File: config.mk
export PLATFORM = sky130hd
export DESIGN_NAME = rps_match_controller
export DESIGN_NICKNAME = d
export VERILOG_FILES = /design/src/rtl/rps_match_controller.sv
export SDC_FILE = /design/constraint.sdc
export NUM_CORES = 1
export LEC_CHECK = 0
export BUFFER_PORTS_ARGS = -buffer_cell sky130_fd_sc_hd__buf_4
export CAP_MARGIN = 20
export CORE_MARGIN = 1
export CORE_UTILIZATION = 55
export CTS_BUF_LIST = sky130_fd_sc_hd__clkbuf_8
export CTS_CLUSTER_DIAMETER = 40
export DETAILED_ROUTE_END_ITERATION = 8
export PLACE_DENSITY = 0.77
export REMOVE_ABC_BUFFERS = 1
export SYNTH_ARGS = -nofsm -noshare
export SYNTH_HDL_FRONTEND = slang
export SYNTH_SLANG_ARGS = --single-unit
export TNS_END_PERCENT = 1
File: constraint.sdc
create_clock -name clk -period 2.9 [get_ports clk]
set_input_delay 0.29 -clock clk [delete_from_list [all_inputs] [get_ports clk]]
set_output_delay 0.29 -clock clk [all_outputs]
set_load 0.02 [all_outputs]
File: src/rtl/rps_match_controller.sv
`default_nettype none
// ============================================================================
// Module   : rpsJudge_continuous_jdl25175
// Brief    : Combinational Rock/Paper/Scissors/Lizard/Spock judge. Compares
//            two legal move codes and flags p1 win, p2 win or tie.
// Revision : 1.0 - initial release
// ============================================================================
module rpsJudge_continuous_jdl25175 (
    input  logic [2:0] p1_move,
    input  logic [2:0] p2_move,
    output logic       p1_win,
    output logic       p2_win,
    output logic       tie
);

    localparam logic [2:0] c_ROCK     = 3'b001;
    localparam logic [2:0] c_PAPER    = 3'b010;
    localparam logic [2:0] c_SCISSORS = 3'b011;
    localparam logic [2:0] c_LIZARD   = 3'b100;
    localparam logic [2:0] c_SPOCK    = 3'b101;

    // True when move a defeats move b; illegal codes never defeat anything
    function automatic logic beats(input logic [2:0] a, input logic [2:0] b);
        logic w_res;
        w_res = 1'b0;
        case (a)
            c_ROCK:     w_res = (b == c_SCISSORS) || (b == c_LIZARD);
            c_PAPER:    w_res = (b == c_ROCK)     || (b == c_SPOCK);
            c_SCISSORS: w_res = (b == c_PAPER)    || (b == c_LIZARD);
            c_LIZARD:   w_res = (b == c_PAPER)    || (b == c_SPOCK);
            c_SPOCK:    w_res = (b == c_ROCK)     || (b == c_SCISSORS);
            default:    w_res = 1'b0;
        endcase
        return w_res;
    endfunction

    assign p1_win = beats(p1_move, p2_move);
    assign p2_win = beats(p2_move, p1_move);
    assign tie    = (p1_move == p2_move);

endmodule

// ============================================================================
// Module   : rps_match_controller
// Brief    : Best-of-N match sequencer. Collects one move per player through
//            valid/ack handshakes, judges the latched pair, keeps scores and
//            declares the match winner. Every output is registered.
// Revision : 1.0 - initial release
// ============================================================================
module rps_match_controller #(
    parameter int WIN_TARGET = 3,
    parameter int SCORE_W    = 3,
    parameter int RND_W      = 4
) (
    input  logic               clk,
    input  logic               reset,
    input  logic               start,
    input  logic               p1_valid,
    input  logic [2:0]         p1_move,
    input  logic               p2_valid,
    input  logic [2:0]         p2_move,
    output logic               p1_ack,
    output logic               p2_ack,
    output logic               p1_err,
    output logic               p2_err,
    output logic               round_done,
    output logic               round_p1win,
    output logic               round_p2win,
    output logic               round_tie,
    output logic [SCORE_W-1:0] p1_score,
    output logic [SCORE_W-1:0] p2_score,
    output logic [RND_W-1:0]   round_cnt,
    output logic               match_done,
    output logic [1:0]         match_winner,
    output logic               busy
);

    typedef enum logic [2:0] {
        S_IDLE    = 3'd0,
        S_COLLECT = 3'd1,
        S_JUDGE   = 3'd2,
        S_RESULT  = 3'd3,
        S_DONE    = 3'd4
    } state_t;

    localparam logic [SCORE_W-1:0] c_TARGET   = SCORE_W'(WIN_TARGET);
    localparam logic [SCORE_W-1:0] c_SCORE_1  = SCORE_W'(1);
    localparam logic [RND_W-1:0]   c_RND_1    = RND_W'(1);
    localparam logic [RND_W-1:0]   c_RND_MAX  = {RND_W{1'b1}};

    state_t               r_state, w_state_nxt;

    // Latched moves and per-player hold flags
    logic [2:0]           r_m1, r_m2, w_m1_nxt, w_m2_nxt;
    logic                 r_h1, r_h2, w_h1_nxt, w_h2_nxt;

    // Registered output images
    logic                 r_p1_ack, r_p2_ack, r_p1_err, r_p2_err, r_round_done;
    logic                 w_p1_ack_nxt, w_p2_ack_nxt, w_p1_err_nxt, w_p2_err_nxt;
    logic                 w_round_done_nxt;
    logic                 r_rp1w, r_rp2w, r_rtie, w_rp1w_nxt, w_rp2w_nxt, w_rtie_nxt;
    logic [SCORE_W-1:0]   r_s1, r_s2, w_s1_nxt, w_s2_nxt;
    logic [RND_W-1:0]     r_rc, w_rc_nxt;
    logic                 r_match_done, w_match_done_nxt;
    logic [1:0]           r_winner, w_winner_nxt;
    logic                 r_busy, w_busy_nxt;

    // Handshake qualification and judge results
    logic                 w_p1_legal, w_p2_legal, w_acc1, w_acc2;
    logic                 w_j_p1win, w_j_p2win, w_j_tie;

    assign w_p1_legal = (p1_move != 3'd0) && (p1_move <= 3'd5);
    assign w_p2_legal = (p2_move != 3'd0) && (p2_move <= 3'd5);
    assign w_acc1     = p1_valid && w_p1_legal && !r_h1;
    assign w_acc2     = p2_valid && w_p2_legal && !r_h2;

    rpsJudge_continuous_jdl25175 u_judge (
        .p1_move (r_m1),
        .p2_move (r_m2),
        .p1_win  (w_j_p1win),
        .p2_win  (w_j_p2win),
        .tie     (w_j_tie)
    );

    // State register
    always_ff @(posedge clk) begin
        if (reset) begin
            r_state <= S_IDLE;
        end else begin
            r_state <= w_state_nxt;
        end
    end

    // Next-state logic and next values of every registered output
    always_comb begin
        w_state_nxt      = r_state;
        w_m1_nxt         = r_m1;
        w_m2_nxt         = r_m2;
        w_h1_nxt         = r_h1;
        w_h2_nxt         = r_h2;
        w_p1_ack_nxt     = 1'b0;
        w_p2_ack_nxt     = 1'b0;
        w_p1_err_nxt     = 1'b0;
        w_p2_err_nxt     = 1'b0;
        w_round_done_nxt = 1'b0;
        w_rp1w_nxt       = r_rp1w;
        w_rp2w_nxt       = r_rp2w;
        w_rtie_nxt       = r_rtie;
        w_s1_nxt         = r_s1;
        w_s2_nxt         = r_s2;
        w_rc_nxt         = r_rc;
        w_winner_nxt     = r_winner;

        case (r_state)
            S_IDLE, S_DONE: begin
                // A new match wipes everything from the previous one
                if (start) begin
                    w_state_nxt  = S_COLLECT;
                    w_h1_nxt     = 1'b0;
                    w_h2_nxt     = 1'b0;
                    w_rp1w_nxt   = 1'b0;
                    w_rp2w_nxt   = 1'b0;
                    w_rtie_nxt   = 1'b0;
                    w_s1_nxt     = '0;
                    w_s2_nxt     = '0;
                    w_rc_nxt     = '0;
                    w_winner_nxt = 2'b00;
                end
            end

            S_COLLECT: begin
                // A held player is ignored entirely, so a move cannot change
                if (p1_valid && !r_h1) begin
                    if (w_p1_legal) begin
                        w_m1_nxt     = p1_move;
                        w_h1_nxt     = 1'b1;
                        w_p1_ack_nxt = 1'b1;
                    end else begin
                        w_p1_err_nxt = 1'b1;
                    end
                end
                if (p2_valid && !r_h2) begin
                    if (w_p2_legal) begin
                        w_m2_nxt     = p2_move;
                        w_h2_nxt     = 1'b1;
                        w_p2_ack_nxt = 1'b1;
                    end else begin
                        w_p2_err_nxt = 1'b1;
                    end
                end
                if ((r_h1 || w_acc1) && (r_h2 || w_acc2)) begin
                    w_state_nxt = S_JUDGE;
                end
            end

            S_JUDGE: begin
                w_rp1w_nxt       = w_j_p1win;
                w_rp2w_nxt       = w_j_p2win;
                w_rtie_nxt       = w_j_tie;
                w_round_done_nxt = 1'b1;
                if (w_j_p1win) begin
                    w_s1_nxt = r_s1 + c_SCORE_1;
                end
                if (w_j_p2win) begin
                    w_s2_nxt = r_s2 + c_SCORE_1;
                end
                if (r_rc != c_RND_MAX) begin
                    w_rc_nxt = r_rc + c_RND_1;
                end
                w_state_nxt = S_RESULT;
            end

            S_RESULT: begin
                w_h1_nxt = 1'b0;
                w_h2_nxt = 1'b0;
                if (r_s1 == c_TARGET) begin
                    w_state_nxt  = S_DONE;
                    w_winner_nxt = 2'b01;
                end else if (r_s2 == c_TARGET) begin
                    w_state_nxt  = S_DONE;
                    w_winner_nxt = 2'b10;
                end else begin
                    w_state_nxt  = S_COLLECT;
                end
            end

            default: begin
                w_state_nxt = S_IDLE;
            end
        endcase

        // Status flags follow the state being entered so they stay registered
        w_match_done_nxt = (w_state_nxt == S_DONE);
        w_busy_nxt       = (w_state_nxt == S_COLLECT) || (w_state_nxt == S_JUDGE) ||
                           (w_state_nxt == S_RESULT);
    end

    // Datapath and output registers
    always_ff @(posedge clk) begin
        if (reset) begin
            r_m1         <= 3'd0;
            r_m2         <= 3'd0;
            r_h1         <= 1'b0;
            r_h2         <= 1'b0;
            r_p1_ack     <= 1'b0;
            r_p2_ack     <= 1'b0;
            r_p1_err     <= 1'b0;
            r_p2_err     <= 1'b0;
            r_round_done <= 1'b0;
            r_rp1w       <= 1'b0;
            r_rp2w       <= 1'b0;
            r_rtie       <= 1'b0;
            r_s1         <= '0;
            r_s2         <= '0;
            r_rc         <= '0;
            r_match_done <= 1'b0;
            r_winner     <= 2'b00;
            r_busy       <= 1'b0;
        end else begin
            r_m1         <= w_m1_nxt;
            r_m2         <= w_m2_nxt;
            r_h1         <= w_h1_nxt;
            r_h2         <= w_h2_nxt;
            r_p1_ack     <= w_p1_ack_nxt;
            r_p2_ack     <= w_p2_ack_nxt;
            r_p1_err     <= w_p1_err_nxt;
            r_p2_err     <= w_p2_err_nxt;
            r_round_done <= w_round_done_nxt;
            r_rp1w       <= w_rp1w_nxt;
            r_rp2w       <= w_rp2w_nxt;
            r_rtie       <= w_rtie_nxt;
            r_s1         <= w_s1_nxt;
            r_s2         <= w_s2_nxt;
            r_rc         <= w_rc_nxt;
            r_match_done <= w_match_done_nxt;
            r_winner     <= w_winner_nxt;
            r_busy       <= w_busy_nxt;
        end
    end

    assign p1_ack       = r_p1_ack;
    assign p2_ack       = r_p2_ack;
    assign p1_err       = r_p1_err;
    assign p2_err       = r_p2_err;
    assign round_done   = r_round_done;
    assign round_p1win  = r_rp1w;
    assign round_p2win  = r_rp2w;
    assign round_tie    = r_rtie;
    assign p1_score     = r_s1;
    assign p2_score     = r_s2;
    assign round_cnt    = r_rc;
    assign match_done   = r_match_done;
    assign match_winner = r_winner;
    assign busy         = r_busy;

endmodule
`default_nettype wire

==> impl_metrics.tcl <==
set metrics [dict create \
    maxCapViolCount 0 \
    placed_cell_area_um2 1910 \
    final_nets 237 \
    grt_pass1_wl_mm 6.37 \
    synth_top_family_by_area "simple AND/OR/NAND/NOR gates" \
    synth_flop_cell "dfxtp_1" \
    synth-seq-area-share 0.387 \
    setup_viol 0 \
    synthSimpleGateAreaFrac 0.280 \
    finalCritPeriodShare 0.609 \
    layout-drive-gt1-share 0.248 \
    antenna_left 0 \
    synthMuxAreaShare 0.0234 \
    power_density_nw_per_um2 507 \
    cp_data_arrival_time_ps 1980 \
    synth_warnings 0 \
    cts.sinks 33 \
    initial_utilization 0.599 \
    startpoint_type "flip-flop" \
    numCtsBuffers 5 \
    antenna_found_initial 0 \
    synth_compound_area_frac 0.199 \
    final.setup.tns_ps 0 \
    io-pin-count 33 \
    synthCells 194 \
    stdcell_area_um2 2030 \
    cts_tree "yes" \
    slew_violations 0 \
    netlist_top_cells_area "dfxtp_1 (39%), nor2_1 (4.8%), a21oi_1 (4.1%), ha_1 (3.7%), o21ai_0 (3.5%)" \
    hp-class "in -> reg" \
    cts_root_buffer "clkbuf_8" \
    num_vias 1560 \
    grt_pass1_vias 1453 \
    tightest_slew_ps 629 \
    synth-xor-area-share 0.0205 \
    grt-ovfl-total 0 \
    fmax_mhz 566 \
    path_clk_slew_ps 70 \
    dieArea_um2 3330 \
    synth-seq-cells 33 \
    synth_top_area_share 0.387 \
    routabilityCongestion 0.814 \
    port_buffers 32 \
    status "finished with violations" \
    synth_fa_ha_area_frac 0.0366 \
    worstSetupEndpointType "flip-flop" \
    path_max_fanout 12 \
    post-cts-setup-buffers 0 \
    violations "design-rule violations" \
    die-width_um 57.7 \
    period_needed_ps 1770 \
    first_pass_iters 6 \
    drc 2 \
    wl_mm 3.70 \
    p_leak_nw 0.801 \
    hpwl_mm 2.61 \
    drt-vias-per-instance 6.17 \
    row_count 19 \
    fin_util 0.711 \
    track_usage 0.247 \
    netlist_area_um2 1710 \
    criticalPathCategory "reg -> reg" \
    h-tree-depth 2 \
    coreArea_um2 2850 \
    post_cts_resized 0 \
    wl_per_cell_um 14.6 \
    clock_path_buffers 2 \
    syn_to_final_growth_pct 18.8 \
    async_flop_share 0 \
    skew_ps 8.18 \
    drt_iter0_drc 49 \
    antenna_cells 0 \
    required_ps 3110 \
    die-height_um 57.7 \
    synth_largest_area_cell "dfxtp_1" \
    ir_worst_vdd_mv 0.324 \
    hold_viol_final 0 \
    ctsHoldBuffers 0 \
    synth_edf_count 0 \
    ys_types 52 \
    clock_latency_ps 290 \
    synth_area_per_cell_um2 8.80 \
    rsz0062_at_grt "false" \
    grt_max_degree 32 \
    relSlewSlack 0.579 \
]
## cell families after synthesis
| group | Yosys count |
|---|---|
| mux | 4 |
| fa+ha+maj | 5 |
| flops | 33 |
| compound gates | 50 |
| simple gates | 81 |
| buf+inv | 17 |
| xor+xnor | 4 |
## state kept, by name (all words and copies together), names as in the netlist
| signal | cells |
|---|---|
| p1_err | 1 |
| r_state | 3 |
| p2_ack | 1 |
| r_m1 | 3 |
| match_done | 1 |
| r_h2 | 1 |
| p2_score | 3 |
| round_cnt | 4 |
| match_winner | 2 |
| p1_score | 3 |
| r_h1 | 1 |
| round_p1win | 1 |
| r_m2 | 3 |
| p2_err | 1 |
| round_tie | 1 |
| round_p2win | 1 |
| busy | 1 |
| p1_ack | 1 |
| round_done | 1 |
## where the power goes
group | internal [mW] | leakage [nW] | switching, mW | total [mW]
Clock | 0.276 | 0.0626 | 0.163 | 0.440
Combinational | 0.0438 | 0.471 | 0.0615 | 0.105
Sequential | 0.465 | 0.267 | 0.0182 | 0.483
Total | 0.785 | 0.801 | 0.243 | 1.03
## layer usage
| layer | track usage | vias to the layer above | wire length (µm) |
|---|---|---|---|
| met3 | 0.0491 | 7 | 205 |
| li1 | - | 765 | - |
| met5 | 0 | - | 0 |
| met2 | 0.420 | 48 | 1830 |
| met1 | 0.306 | 740 | 1610 |
| met4 | 0.105 | 0 | 53 |
## cells in the mapped netlist (2+ instances only)
| cell | count |
|---|---|
| or3_1 | 3 |
| nand3b_1 | 2 |
| ha_1 | 5 |
| or3b_1 | 2 |
| nor3b_2 | 2 |
| mux2i_1 | 4 |
| nor4b_1 | 2 |
| dfxtp_1 | 33 |
| clkbuf_1 | 2 |
| a21o_1 | 2 |
| nor3_1 | 9 |
| a32oi_1 | 2 |
| nor3b_1 | 4 |
| buf_6 | 2 |
| a21oi_1 | 14 |
| buf_2 | 5 |
| nand4b_1 | 3 |
| xor2_1 | 2 |
| a32o_1 | 3 |
| nand2_1 | 11 |
| o21ai_0 | 12 |
| a31oi_1 | 6 |
| xnor2_1 | 2 |
| inv_1 | 4 |
| buf_4 | 2 |
| nor2_1 | 22 |
| and3_1 | 4 |
| nand3_1 | 6 |
## final cells by class
type	instances	area [µm²]
inverter	5	18.8
sequential	33	661
tap	31	38.8
timing repair buffer	32	240
fill	237	823
clock inverter	2	33.8
multi-input combinational	144	955
clock buffer	6	82.6
## worst paths after layout
check / startpoint / end / slack (ps) / cells past startpoint
worst min register to register: round_tie / round_tie / 460 / 2
worst max-delay path: r_state[1] / p2_score[1] / 1130 / 4
worst max register to register: r_state[1] / p2_score[1] / 1130 / 4
worst min-delay path: p1_move[0] / r_m1[0] / 260 / 3
## critical path, cell delays in order (launching register included)
cell     delay, ps
dfxtp_1        510
and3_1         410
nand3_2        200
or3b_1         400
a31oi_1        170
## placed cells by master, fill, tap and decap left out, types with 2 or more instances in the layout
cell type   n
o21ai_0    12
or3b_1      2
nor4b_1     2
nor2_1     22
a32o_1      3
nor3b_2     2
nand3b_1    2
mux2i_1     4
a31oi_1     6
xnor2_1     2
xor2_1      2
nand3_1     6
clkbuf_8    6
buf_4      32
a21oi_1    14
nand4b_1    3
ha_1        5
a32oi_1     2
or3_1       3
dfxtp_1    33
inv_1       5
and3_1      4
nor3_1      9
a21o_1      2
nor3b_1     4
nand2_1    11
## per-stage QoR
stage | worst slack, ps | total power [mW] | hold WS [ps] | std cells
after detailed placement | 1150 | 0.598 | 458 | 245
after floorplan | 1300 | 0.552 | 355 | 182
after CTS | 1150 | 1.03 | 263 | 253
after global routing | 979 | 1.06 | 275 | 253
after global placement | 1230 | 0.592 | 447 | 245
final | 1130 | 1.03 | 263 | 253
No activity file was read; power rests on OpenSTA's default activity.
